--- src/rtl/frogger_game_fsm_if.sv ---
// Control bundle between the Frogger game sequencer and its datapath.
// master = sequencer side, slave = collision checker / movers / display.
interface frogger_game_fsm_if;
  logic       i_Start;
  logic       i_Collision;
  logic       i_Frog_At_Goal;
  logic [2:0] o_State;
  logic       o_Move_En;
  logic       o_Frog_Reset;
  logic       o_Car_Tick;
  logic [1:0] o_Lives;
  logic [6:0] o_Score;
  logic [2:0] o_Level;
  logic       o_Blank;

  modport master (
    input  i_Start, i_Collision, i_Frog_At_Goal,
    output o_State, o_Move_En, o_Frog_Reset,
    output o_Car_Tick, o_Lives, o_Score,
    output o_Level, o_Blank
  );

  modport slave (
    output i_Start, i_Collision, i_Frog_At_Goal,
    input  o_State, o_Move_En, o_Frog_Reset,
    input  o_Car_Tick, o_Lives, o_Score,
    input  o_Level, o_Blank
  );
endinterface

--- src/rtl/frogger_game_fsm.sv ---
// Frogger game sequencer: state, lives, score, level, level-scaled car tick.
// Define FROGGER_DEATH_BLINK_EN to build the death blink on o_Blank.
module frogger_game_fsm #(
  parameter int unsigned LIVES            = 3,
  parameter int unsigned MAX_LEVEL        = 7,
  parameter int unsigned BASE_TICK_CYCLES = 2_500_000,
  parameter int unsigned PAUSE_CYCLES     = 25_000_000,
  parameter int unsigned GUARD_CYCLES     = 4,
  parameter int unsigned BLINK_CYCLES     = 3_125_000
) (
  input logic                i_Clk,
  input logic                i_Rst_L,
  frogger_game_fsm_if.master bus
);

  localparam int unsigned TW = $clog2(BASE_TICK_CYCLES + 1);
  localparam int unsigned PW = $clog2(PAUSE_CYCLES + 1);
  localparam int unsigned GW = $clog2(GUARD_CYCLES + 1);

  localparam logic [GW-1:0] GUARD_LD = GW'(GUARD_CYCLES);
  localparam logic [PW-1:0] PAUSE_LD = PW'(PAUSE_CYCLES - 1);
  localparam logic [1:0]    LIVES_LD = 2'(LIVES);
  localparam logic [2:0]    LVL_TOP  = 3'(MAX_LEVEL);

  typedef enum logic [2:0] {
    S_IDLE  = 3'd0,
    S_PLAY  = 3'd1,
    S_DEATH = 3'd2,
    S_LVL   = 3'd3,
    S_OVER  = 3'd4
  } state_e;

  state_e        state_q, state_d;
  logic          start_q;
  logic [GW-1:0] guard_q, guard_d;
  logic [TW-1:0] tcnt_q, tcnt_d;
  logic [PW-1:0] pause_q, pause_d;
  logic [1:0]    lives_q, lives_d;
  logic [6:0]    score_q, score_d;
  logic [2:0]    level_q, level_d;
  logic          move_q, move_d;
  logic          frst_q, frst_d;
  logic          tick_q, tick_d;
  logic          blank_q, blank_d;

  logic start_edge, armed, hit, goal;
  logic new_game, enter_play;
  logic pausing_q, pausing_d;

  function automatic logic [TW-1:0] reload_of(
    input logic [2:0] lvl
  );
    logic [31:0] p;
    p = 32'(BASE_TICK_CYCLES) >> lvl;
    if (p == 32'd0) p = 32'd1;
    return TW'(p - 32'd1);
  endfunction

  assign start_edge = bus.i_Start & ~start_q;
  assign armed      = (guard_q == '0);
  assign hit  = (state_q == S_PLAY) & armed
              & bus.i_Collision;
  assign goal = (state_q == S_PLAY) & armed
              & ~bus.i_Collision & bus.i_Frog_At_Goal;

  assign new_game = start_edge
                  & ((state_q == S_IDLE) | (state_q == S_OVER));
  assign enter_play = (state_d == S_PLAY)
                    & (state_q != S_PLAY);
  assign pausing_q = (state_q == S_DEATH) | (state_q == S_LVL);
  assign pausing_d = (state_d == S_DEATH) | (state_d == S_LVL);

  always_ff @(posedge i_Clk or negedge i_Rst_L) begin
    if (!i_Rst_L) state_q <= S_IDLE;
    else          state_q <= state_d;
  end

  always_comb begin
    state_d = state_q;
    unique case (1'b1)
      (state_q == S_IDLE) || (state_q == S_OVER): begin
        if (start_edge) state_d = S_PLAY;
      end
      (state_q == S_PLAY): begin
        if (hit)       state_d = S_DEATH;
        else if (goal) state_d = S_LVL;
      end
      (state_q == S_DEATH): begin
        if (pause_q == '0)
          state_d = (lives_q == 2'd0) ? S_OVER : S_PLAY;
      end
      (state_q == S_LVL): begin
        if (pause_q == '0) state_d = S_PLAY;
      end
      default: state_d = S_IDLE;
    endcase
  end

  always_comb begin
    guard_d = guard_q;
    tcnt_d  = tcnt_q;
    pause_d = pause_q;
    lives_d = lives_q;
    score_d = score_q;
    level_d = level_q;

    if (new_game) begin
      lives_d = LIVES_LD;
      score_d = 7'd0;
      level_d = 3'd0;
    end
    if (hit) lives_d = lives_q - 2'd1;
    if (goal) begin
      if (score_q != 7'd99)  score_d = score_q + 7'd1;
      if (level_q != LVL_TOP) level_d = level_q + 3'd1;
    end

    if (enter_play)
      guard_d = GUARD_LD;
    else if (state_q == S_PLAY && guard_q != '0)
      guard_d = guard_q - GW'(1);

    // reload picks up the new level at the next PLAY entry
    if (enter_play)
      tcnt_d = reload_of(level_d);
    else if (state_q == S_PLAY)
      tcnt_d = (tcnt_q == '0) ? reload_of(level_d)
                              : tcnt_q - TW'(1);

    if (pausing_d && !pausing_q)
      pause_d = PAUSE_LD;
    else if (pausing_q && pause_q != '0)
      pause_d = pause_q - PW'(1);

    move_d = (state_d == S_PLAY);
    frst_d = enter_play;
    tick_d = (state_d == S_PLAY) && (tcnt_d == '0);
  end

`ifdef FROGGER_DEATH_BLINK_EN
  localparam int unsigned BW = $clog2(BLINK_CYCLES + 1);
  localparam logic [BW-1:0] BLINK_LD = BW'(BLINK_CYCLES - 1);

  logic [BW-1:0] blink_q, blink_d;

  always_comb begin
    blink_d = blink_q;
    blank_d = 1'b0;
    if (state_d == S_DEATH) begin
      if (state_q != S_DEATH) begin
        blank_d = 1'b1;
        blink_d = BLINK_LD;
      end else if (blink_q == '0) begin
        blank_d = ~blank_q;
        blink_d = BLINK_LD;
      end else begin
        blank_d = blank_q;
        blink_d = blink_q - BW'(1);
      end
    end
  end

  always_ff @(posedge i_Clk or negedge i_Rst_L) begin
    if (!i_Rst_L) blink_q <= '0;
    else          blink_q <= blink_d;
  end
`else
  logic unused_blink_cfg;
  assign unused_blink_cfg = ^BLINK_CYCLES;
  assign blank_d = 1'b0;
`endif

  always_ff @(posedge i_Clk or negedge i_Rst_L) begin
    if (!i_Rst_L) begin
      start_q <= 1'b0;
      guard_q <= '0;
      tcnt_q  <= '0;
      pause_q <= '0;
      lives_q <= 2'd0;
      score_q <= 7'd0;
      level_q <= 3'd0;
      move_q  <= 1'b0;
      frst_q  <= 1'b0;
      tick_q  <= 1'b0;
      blank_q <= 1'b0;
    end else begin
      start_q <= bus.i_Start;
      guard_q <= guard_d;
      tcnt_q  <= tcnt_d;
      pause_q <= pause_d;
      lives_q <= lives_d;
      score_q <= score_d;
      level_q <= level_d;
      move_q  <= move_d;
      frst_q  <= frst_d;
      tick_q  <= tick_d;
      blank_q <= blank_d;
    end
  end

  assign bus.o_State      = state_q;
  assign bus.o_Move_En    = move_q;
  assign bus.o_Frog_Reset = frst_q;
  assign bus.o_Car_Tick   = tick_q;
  assign bus.o_Lives      = lives_q;
  assign bus.o_Score      = score_q;
  assign bus.o_Level      = level_q;
  assign bus.o_Blank      = blank_q;

endmodule
--- src/flat_wrapper.sv ---
// flat-port wrapper written by rule: the top's interface ports become plain ports
module frogger_game_fsm_flat 
#(
  parameter int unsigned LIVES            = 3,
  parameter int unsigned MAX_LEVEL        = 7,
  parameter int unsigned BASE_TICK_CYCLES = 2_500_000,
  parameter int unsigned PAUSE_CYCLES     = 25_000_000,
  parameter int unsigned GUARD_CYCLES     = 4,
  parameter int unsigned BLINK_CYCLES     = 3_125_000
)
  (i_Clk, i_Rst_L, bus_i_Start, bus_i_Collision, bus_i_Frog_At_Goal, bus_o_State, bus_o_Move_En, bus_o_Frog_Reset, bus_o_Car_Tick, bus_o_Lives, bus_o_Score, bus_o_Level, bus_o_Blank);
  frogger_game_fsm_if bus_i ();
  input logic i_Clk;
  input logic i_Rst_L;
  input wire logic [$bits(bus_i.i_Start)-1:0] bus_i_Start;
  input wire logic [$bits(bus_i.i_Collision)-1:0] bus_i_Collision;
  input wire logic [$bits(bus_i.i_Frog_At_Goal)-1:0] bus_i_Frog_At_Goal;
  output wire logic [$bits(bus_i.o_State)-1:0] bus_o_State;
  output wire logic [$bits(bus_i.o_Move_En)-1:0] bus_o_Move_En;
  output wire logic [$bits(bus_i.o_Frog_Reset)-1:0] bus_o_Frog_Reset;
  output wire logic [$bits(bus_i.o_Car_Tick)-1:0] bus_o_Car_Tick;
  output wire logic [$bits(bus_i.o_Lives)-1:0] bus_o_Lives;
  output wire logic [$bits(bus_i.o_Score)-1:0] bus_o_Score;
  output wire logic [$bits(bus_i.o_Level)-1:0] bus_o_Level;
  output wire logic [$bits(bus_i.o_Blank)-1:0] bus_o_Blank;
  assign bus_i.i_Start = bus_i_Start;
  assign bus_i.i_Collision = bus_i_Collision;
  assign bus_i.i_Frog_At_Goal = bus_i_Frog_At_Goal;
  assign bus_o_State = bus_i.o_State;
  assign bus_o_Move_En = bus_i.o_Move_En;
  assign bus_o_Frog_Reset = bus_i.o_Frog_Reset;
  assign bus_o_Car_Tick = bus_i.o_Car_Tick;
  assign bus_o_Lives = bus_i.o_Lives;
  assign bus_o_Score = bus_i.o_Score;
  assign bus_o_Level = bus_i.o_Level;
  assign bus_o_Blank = bus_i.o_Blank;
  frogger_game_fsm #(.LIVES(LIVES), .MAX_LEVEL(MAX_LEVEL), .BASE_TICK_CYCLES(BASE_TICK_CYCLES), .PAUSE_CYCLES(PAUSE_CYCLES), .GUARD_CYCLES(GUARD_CYCLES), .BLINK_CYCLES(BLINK_CYCLES)) u_core (.i_Clk(i_Clk), .i_Rst_L(i_Rst_L), .bus(bus_i));
endmodule
--- config.mk ---
export PLATFORM = sky130hd
export DESIGN_NAME = frogger_game_fsm_flat
export DESIGN_NICKNAME = d
export VERILOG_FILES = /design/src/rtl/frogger_game_fsm_if.sv /design/src/rtl/frogger_game_fsm.sv /design/src/flat_wrapper.sv
export SDC_FILE = /design/constraint.sdc
export NUM_CORES = 1
export LEC_CHECK = 0
export ABC_AREA = 1
export BUFFER_PORTS_ARGS = -buffer_cell sky130_fd_sc_hd__buf_4
export CAP_MARGIN = 20
export CORE_MARGIN = 3
export CORE_UTILIZATION = 62
export CTS_CLUSTER_DIAMETER = 50
export DETAILED_ROUTE_END_ITERATION = 8
export PLACE_DENSITY = 0.81
export SYNTH_ARGS = -nofsm -noshare
export SYNTH_HDL_FRONTEND = slang
export SYNTH_SLANG_ARGS = --single-unit
--- constraint.sdc ---
create_clock -name i_Clk -period 3.65 [get_ports i_Clk]
set_clock_uncertainty 0.15 [all_clocks]
set_input_delay 0.73 -clock i_Clk [delete_from_list [all_inputs] [get_ports i_Clk]]
set_output_delay 0.73 -clock i_Clk [all_outputs]
set_load 0.005 [all_outputs]
==> out/results.ini, run 1 <==
[status]
status = completed

[critical_path]
crit_path_top_delay_cell = dfrtp_2
path_delay_family = adder cells
arrival_ps = 3510
crit_chain = ha_1 -> ha_1 -> inv_2 -> nand3_4 -> o21ai_4 -> inv_2 -> ha_1 -> inv_1 -> nand2_4 -> ha_1 -> inv_1 -> o211ai_1 -> o21ai_0 -> nand2_1 -> o21ai_0 -> nor2_1 -> nand4_1 -> nor3_1 -> nand4_1 -> nor2_1
path_class = reg2reg
critical_path.max_fanout = 6
crit_top_cell = ha_1
reg2reg_slack_ps = 260
critPathBufInv = 4
reg2reg_depth = 20
rr_endpoint = u_core.bus.o_Car_Tick
r2r_start = u_core.bus.o_Level[0]
crit_path_max_incr_delay_ps = 430
cp-end-kind = flip-flop
required_ps = 3780
critPathLaunchType = flip-flop

[route]
routed_wl_um = 11600
via_per_inst = 5.58
wl_per_cell_um = 14.4
vias = 4510
drtIter0Drc = 322
drtAntennaViolNets = 0
drcViolationCount = 0
firstDrtPassIters = 5

[clocking]
cts_tree = done
insertion_delay_ps = 350
clockBufferDepth = 2
numCtsBuffers = 9
clockRootBuffer = clkbuf_8
htreeDepth = 3
path_clk_slew_ps = 80
cts_sinks = 69

[global_route]
grtUsageTotal_pct = 27.9
grt_max_degree = 70
grt-ovfl-total = 0
grt_pass1_wl_um = 19500
antenna_found_initial = 0
grt_pass1_vias = 4298

[logic_synthesis]
synth.most_common_cell = nand2_1
synth.area.top_cells = dfrtp_1 36%, nand2_1 12%, inv_1 8.1%
syn-num-nets = 696
synth_area_per_cell_um2 = 7.09
ys_seq_elements = 69
seq_area_frac_synth_pct = 36.0
yosysWarningCount = 0
synth_flop_cell = dfrtp_1
synth-edff-count = 0
yosys.area.top_type = dfrtp_1
synth_commonest_cells = 149 x nand2_1, 103 x inv_1, 83 x nor2_1, 69 x dfrtp_1, 48 x nand3_1
synthArstFlopShare_pct = 100
ys_types = 46
syn_area_um2 = 4790
synth_top_area_share_pct = 36.0
netlist_instances = 676

[sta]
tightest_slew_ps = 878
hold_viol_final = 0
relSlewSlack_pct = 41.5
finalMaxSlewViolations = 0
fmax_mhz = 295
holdWs_ps = 300
period_needed_ps = 3390
setup_violations = 0
fin_crit_sh_pct = 92.8

[layout]
nets = 724
fin_util_pct = 72.4
area_growth_pct = 11.2
drive_gt1_share_pct = 14.1
num_antenna_cells = 0
fillers = 605

[placement]
dp_hpwl_um = 8490
gp_congestion = 0.918
placement.io_buffers = 22

[min_path]
hp-class = in2async

[power]
vdd_ir_drop_max_uv = 433
pwr_density_cell_nw_per_um2 = 710
leakagePower_uw = 0.00257

[die]
pin_count = 24
placementRows = 31
fp.dieH_um = 93.9
core_um2 = 7370
die_w_um = 93.9
start_util_pct = 65.1
dieArea_um2 = 8820

[job]
maxCapViolCount = 0

state kept, by name, summed over array words and instances (netlist names), 2 cells and up:
signal              cells
u_core.pause_q         25
u_core.bus.o_Score      7
u_core.bus.o_State      3
u_core.tcnt_q          22
u_core.bus.o_Lives      2
u_core.bus.o_Level      3
u_core.guard_q          3
kinds of logic after synthesis:
logic type	after synthesis	synth area share (%)
fa+ha+maj	15	3.91
simple gates	355	34.7
other cells	1	0.0782
compound gates	89	10.6
flops	69	36.0
xor+xnor	25	4.57
buf+inv	122	10.1
final cells by class:
class / instances / area, um^2 / area share [%]
clock inverters: 5 / 106 / 1.99
clock buffers: 11 / 141 / 2.65
multi-input cells: 485 / 2600 / 48.7
inverters: 109 / 409 / 7.67
well taps: 99 / 124 / 2.32
repair buffers: 30 / 225 / 4.22
flip-flops and latches: 69 / 1730 / 32.4
where the power goes:
| part | total, uW | switching [uW] | internal, uW |
|---|---|---|---|
| Clock | 776 | 300 | 475 |
| Combinational | 1790 | 1170 | 628 |
| Sequential | 1220 | 212 | 1010 |
cell usage in the layout, fill, tap and decap left out, types with 19 or more instances in the layout:
master   instances
nand2_1        147
inv_1          102
nor2_1          83
dfrtp_1         68
nand3_1         48
o21ai_0         35
buf_4           30
a21oi_1         24
nand4_1         19
xor2_1          19
repair_timing:
item | in CTS | in global routing
gates resized for setup | 0 | 7
hold buffers | 0 | 0
setup endpoints to repair | 0 | 1
setup buffers | 0 | 1
metal layers:
metal / routed length, um / GRT usage (%)
met5: 0 / 0
met2: 5790 / 48.7
met4: 201 / 8.06
met3: 636 / 4.49
met1: 5010 / 35.6
how the worst max path moves through the flow:
stage                                startpoint               endpoint  slack [ps]  depth (start not counted)
after floorplan              bus_i_Frog_At_Goal  u_core.bus.o_Car_Tick         450                         19
after global placement          bus_i_Collision  u_core.bus.o_Car_Tick         240                         17
after detailed placement     bus_i_Frog_At_Goal  u_core.bus.o_Car_Tick         130                         22
after CTS                 u_core.bus.o_Level[0]  u_core.bus.o_Car_Tick         100                         20
after global routing          u_core.guard_q[0]  u_core.bus.o_Car_Tick         -10                         21
final                     u_core.bus.o_Level[0]  u_core.bus.o_Car_Tick         260                         20
per-stage QoR:
stage | setup WS, ps | cell area, um^2 | cells | setup TNS (ps) | power [uW]
CTS | 104 | 5310 | 807 | 0 | 3750
floorplan | 452 | 4790 | 676 | 0 | 2470
finish | 263 | 5330 | 808 | 0 | 3790
detailed placement | 134 | 5060 | 791 | 0 | 2960
global route | -14.6 | 5330 | 808 | -14.6 | 4090
global placement | 238 | 5060 | 791 | 0 | 2890
worst reg2reg max path: stages, from the launching register on:
cell	delay [ps]
dfrtp_2	430
ha_1	220
ha_1	220
inv_2	110
nand3_4	140
o21ai_4	200
inv_2	80
ha_1	210
inv_1	100
nand2_4	70
ha_1	310
inv_1	40
o211ai_1	150
o21ai_0	100
nand2_1	70
o21ai_0	100
nor2_1	140
nand4_1	130
nor3_1	150
nand4_1	90
nor2_1	90
Note: power is estimated with default switching activity, not from simulation.
==> run 2, diff against run 1 <==
--- a/config.mk
+++ b/config.mk
@@ -9,10 +9,10 @@
 export BUFFER_PORTS_ARGS = -buffer_cell sky130_fd_sc_hd__buf_4
 export CAP_MARGIN = 20
 export CORE_MARGIN = 3
-export CORE_UTILIZATION = 62
+export CORE_UTILIZATION = 45
 export CTS_CLUSTER_DIAMETER = 50
 export DETAILED_ROUTE_END_ITERATION = 8
-export PLACE_DENSITY = 0.81
+export PLACE_DENSITY = 0.63
 export SYNTH_ARGS = -nofsm -noshare
 export SYNTH_HDL_FRONTEND = slang
 export SYNTH_SLANG_ARGS = --single-unit
==> run 2 against run 1 <==
Against the previous run: setup slack improved by 29 ps; final cell count increased by 4.7%; largest power group unchanged; critical path depth shrank 3; critical endpoint unchanged; largest cell class unchanged; wire length is 1.1% lower; critical path type unchanged.
==> out/results.ini, run 2 (synthesized netlist as in run 1, its figures left out) <==
[status]
status = completed

[layout]
fillers = 1032
final_common_cell = nand2_1
area_growth_pct = 11.4
final-seq-area_um2 = 1730
fin_util_pct = 51.7
drive_gt1_share_pct = 14.1
nets = 727
num_antenna_cells = 0
top_register = u_core.pause_q
largest_reg_flops = 25
most-common-layout-cells = 149 x nand2_1, 102 x inv_1, 83 x nor2_1
multiInputGateArea_um2 = 2590

[clocking]
clockRootBuffer = clkbuf_8
cts_tree = done
htreeDepth = 3
numCtsBuffers = 9
path_clk_slew_ps = 80
clockBufferDepth = 2
cts_sinks = 69
insertion_delay_ps = 370
ctsHoldBuffers = 0

[job]
maxCapViolCount = 0

[placement]
dp_hpwl_um = 8650
gp_congestion = 0.953
placement.io_buffers = 22
post-place-ws_ps = 199

[global_route]
antenna_found_initial = 0
grtUsageTotal_pct = 20.9
grt_pass1_wl_um = 19400
grt_pass1_vias = 4095
grt_max_degree = 70
grt-ovfl-total = 0

[sta]
fin_crit_sh_pct = 92.0
rsz0062_at_grt = false
finalMaxSlewViolations = 0
relSlewSlack_pct = 39.7
tightest_slew_ps = 905
fin_ws_ps = 292
fmax_mhz = 298
setup_violations = 0
hold_viol_final = 0
holdWs_ps = 317
period_needed_ps = 3360
fin_tns_setup_ps = 0

[die]
dieArea_um2 = 11900
die_w_um = 109
start_util_pct = 46.4
fp.dieH_um = 109
pin_count = 24
core_um2 = 10300
placementRows = 37

[route]
via_per_inst = 5.14
drcViolationCount = 0
vias = 4347
wl_per_cell_um = 13.6
firstDrtPassIters = 4
drtIter0Drc = 252
routed_wl_um = 11500
drtAntennaViolNets = 0

[critical_path]
required_ps = 3800
path_class = reg2reg
arrival_ps = 3510
critical_path.max_fanout = 7
critPathLaunchType = flip-flop
cp-end-kind = flip-flop

[power]
leakagePower_uw = 0.00256
power.total_uw = 3640
vdd_ir_drop_max_uv = 249
pwr_density_cell_nw_per_um2 = 682

[min_path]
hp-class = in2async

-- run 2: final cells by class --
type / instances / share of cell area [%]
tap: 136 / 3.19
timing repair buffer: 33 / 4.64
clock inverter: 3 / 0.867
multi-input combinational: 485 / 48.5
sequential: 69 / 32.4
clock buffer: 11 / 2.84
inverter: 109 / 7.66
-- run 2: power breakdown --
part	internal, uW	leakage [uW]	total, uW	switching [uW]
sequential	1010	0.000807	1220	211
clock	347	0.0000975	652	306
combinational	629	0.00166	1780	1150
total	1980	0.00256	3640	1660
-- run 2: routing by layer --
layer  global-route usage [%]  vias to the layer above  share of wire, %
li1                         -                     2217                 -
met1                     28.5                     2027                48
met2                     32.3                       89                46
met3                     5.68                       14               5.4
met4                     6.41                        0               1.4
met5                        0                        -                 0
-- run 2: what timing repair did --
item	CTS	global route
endpoints found under the setup margin	0	1
buffers inserted	0	1
resized for setup	0	3
-- run 2: metrics by stage --
stage,instances,instance area [um^2]
after floorplan,676,4790
after global placement,831,5130
after detailed placement,831,5130
after CTS,845,5330
after global routing,846,5340
final,846,5340
-- run 2: worst paths after layout --
kind,startpoint,to,slack [ps],cells past startpoint
max,u_core.guard_q[0],u_core.bus.o_Car_Tick,290,17
min,i_Rst_L,u_core.bus.o_Score[2],320,1
max reg2reg,u_core.guard_q[0],u_core.bus.o_Car_Tick,290,17
min reg2reg,u_core.guard_q[1],u_core.guard_q[1],340,2
max in group asynchronous,i_Rst_L,u_core.tcnt_q[10],2410,1
min in group i_Clk,bus_i_Start,u_core.start_q,330,1
-- run 2: worst max-delay path: stages, from the launching register on --
cell,delay [ps]
dfrtp_1,400
inv_1,100
ha_1,140
nand2_1,150
nor2_8,180
nand3_4,120
o21ai_0,330
ha_1,340
nand3_1,200
nand3_1,180
nor2_4,130
xor2_1,240
nand2_1,90
nand3_1,90
a21boi_1,100
nor2_1,150
nand4_1,110
nor2_1,100
==> run 3, diff against run 2 <==
--- a/config.mk
+++ b/config.mk
@@ -8,7 +8,6 @@
 export ABC_AREA = 1
 export BUFFER_PORTS_ARGS = -buffer_cell sky130_fd_sc_hd__buf_4
 export CAP_MARGIN = 20
-export CORE_MARGIN = 3
 export CORE_UTILIZATION = 45
 export CTS_CLUSTER_DIAMETER = 50
 export DETAILED_ROUTE_END_ITERATION = 8
==> run 3 against run 2 <==
Against the previous run: critical endpoint unchanged; first-iteration DRC count grew 22%; wire length grew 2.0%; sequential power is essentially flat; count of clock-buffer cells in the layout shrank 1; worst hold slack gained 13 ps; clock power grew 13%; setup slack gained 32 ps; design area grew 0.66%; die area shrank 7.2%; largest power group unchanged; global-route usage grew 2.1 points; sequential share of layout area shrank 0.23 points; via count grew 1.9%.
==> out/results.ini, run 3 (synthesized netlist as in run 1, its figures left out) <==
[die]
core_um2 = 10300
pin_count = 24
dieArea_um2 = 11100
die_w_um = 105
fp.dieH_um = 105
placementRows = 37
start_util_pct = 46.4

[power]
vdd_ir_drop_max_uv = 270
internal_power_uw = 2050
switching_power_uw = 1710
switching_share_pct = 45.5
leakagePower_uw = 0.00258
p_seq_share_pct = 32.2
pwr_density_cell_nw_per_um2 = 699
power.share.clock_pct = 19.7
combinationalPowerShare_pct = 48.1

[route]
via_per_inst = 5.22
drcViolationCount = 0
vias = 4429
wl_per_cell_um = 13.8
drtAntennaViolNets = 0
firstDrtPassIters = 5
drtIter0Drc = 308
routed_wl_um = 11700

[layout]
fillers = 1016
drive_gt1_share_pct = 14.3
multiInputGateArea_um2 = 2590
most-common-layout-cells = 148 x nand2_1, 102 x inv_1, 83 x nor2_1
nets = 727
num_antenna_cells = 0
final_common_cell = nand2_1
final-seq-area_um2 = 1730
top_register = u_core.pause_q
fin_util_pct = 52.1
largest_reg_flops = 25
stdcell_count = 848
area_growth_pct = 12.1

[critical_path]
required_ps = 3800
critical_path.max_fanout = 6
path_delay_family = adder cells
crit_path_top_delay_cell = dfrtp_1
path_class = reg2reg
critPathLaunchType = flip-flop
crit_chain = ha_1 -> ha_1 -> inv_2 -> nand3_4 -> o21ai_2 -> inv_2 -> ha_1 -> inv_1 -> nand2_4 -> ha_1 -> inv_1 -> o211ai_1 -> o21ai_0 -> nand2_1 -> o21ai_0 -> nor2_1 -> nand4_1 -> nor3_1 -> nand4_1 -> nor2_1
cp-end-kind = flip-flop
crit_top_cell = ha_1
critPathBufInv = 4
crit_path_max_incr_delay_ps = 420
arrival_ps = 3470

[sta]
rsz0062_at_grt = false
period_needed_ps = 3330
setup_violations = 0
fin_tns_setup_ps = 0
hold_viol_final = 0
finalMaxSlewViolations = 0
relSlewSlack_pct = 41.8
fin_crit_sh_pct = 91.1
fmax_mhz = 301
tightest_slew_ps = 873

[clocking]
htreeDepth = 3
cts_tree = done
ctsHoldBuffers = 0
clockBufferDepth = 2
cts_sinks = 69
path_clk_slew_ps = 80
numCtsBuffers = 9
clockRootBuffer = clkbuf_8
insertion_delay_ps = 360

[global_route]
grt_pass1_wl_um = 20000
grt_max_degree = 70
grt-ovfl-total = 0
grtUsageTotal_pct = 22.9
antenna_found_initial = 0
grt_pass1_vias = 4283

[placement]
dp_hpwl_um = 8770
placement.io_buffers = 22
gp_congestion = 0.914
dp_cells = 831

[job]
maxCapViolCount = 0

[min_path]
hp-class = in2async

[status]
status = completed

## run 3: cell count changes in the layout (fill, tap and decap cells not counted)
cell,change
bufinv_16,+1
clkbuf_8,-1
clkinv_4,+1
dfrtp_1,+1
dfrtp_2,-1
inv_6,+1
nand2_1,-1
nand2_2,+1
o21ai_0,-1
o21ai_1,+1
## run 3: final timing paths
path / startpoint / endpoint / slack (ps) / cells after the start
setup / recovery: u_core.bus.o_Level[1] / u_core.bus.o_Car_Tick / 320 / 20
hold / removal: i_Rst_L / u_core.bus.o_Score[2] / 330 / 1
setup reg to reg: u_core.bus.o_Level[1] / u_core.bus.o_Car_Tick / 320 / 20
hold reg to reg: u_core.guard_q[1] / u_core.guard_q[1] / 340 / 2
max in group asynchronous: i_Rst_L / u_core.tcnt_q[14] / 2440 / 1
min in group i_Clk: u_core.guard_q[1] / u_core.guard_q[1] / 340 / 2
## run 3: power groups by stage
stage                     combinational (uW)  clock, uW  sequential, uW
after floorplan                         1280          0            1190
after global placement                  1750          0            1220
after detailed placement                1770          0            1220
after CTS                               1780        751            1210
after global routing                    2040        789            1240
final                                   1810        740            1210
## run 3: cell type report
type	instances	area share (%)
flip-flops and latches	69	32.1
repair buffers	33	4.61
clock buffers	10	2.56
inverters	109	7.61
well taps	136	3.17
multi-input cells	485	48.2
clock inverters	6	1.75
## run 3: routing by layer
layer | share of wire (%) | vias up | track usage, % | wire length, um
met4 | 1.3 | 0 | 8.85 | 151
li1 | - | 2229 | - | -
met3 | 5.7 | 11 | 4.95 | 665
met2 | 48 | 130 | 37.8 | 5590
met1 | 45 | 2059 | 29.3 | 5320
met5 | 0 | - | 0 | 0
## run 3: worst reg2reg max path, stage by stage, from the launching register on
cell,delay (ps)
dfrtp_1,420
ha_1,200
ha_1,210
inv_2,110
nand3_4,120
o21ai_2,180
inv_2,70
ha_1,190
inv_1,90
nand2_4,70
ha_1,310
inv_1,50
o211ai_1,150
o21ai_0,120
nand2_1,80
o21ai_0,120
nor2_1,130
nand4_1,130
nor3_1,160
nand4_1,110
nor2_1,100
## run 3: stage by stage
step | hold slack (ps) | power (uW) | worst slack (ps) | cell area [um^2]
3_3_place_gp | 310 | 2970 | 228 | 5130
3_5_place_dp | 324 | 3000 | 122 | 5130
5_1_grt | 321 | 4070 | 12.4 | 5380
2_1_floorplan | 284 | 2470 | 452 | 4790
4_1_cts | 332 | 3750 | 227 | 5360
6_report | 329 | 3760 | 324 | 5380
## run 3: timing repair
| action | CTS | global route |
|---|---|---|
| gates resized for setup | 0 | 4 |
| buffers inserted | 0 | 1 |
| endpoints found under the setup margin | 0 | 1 |
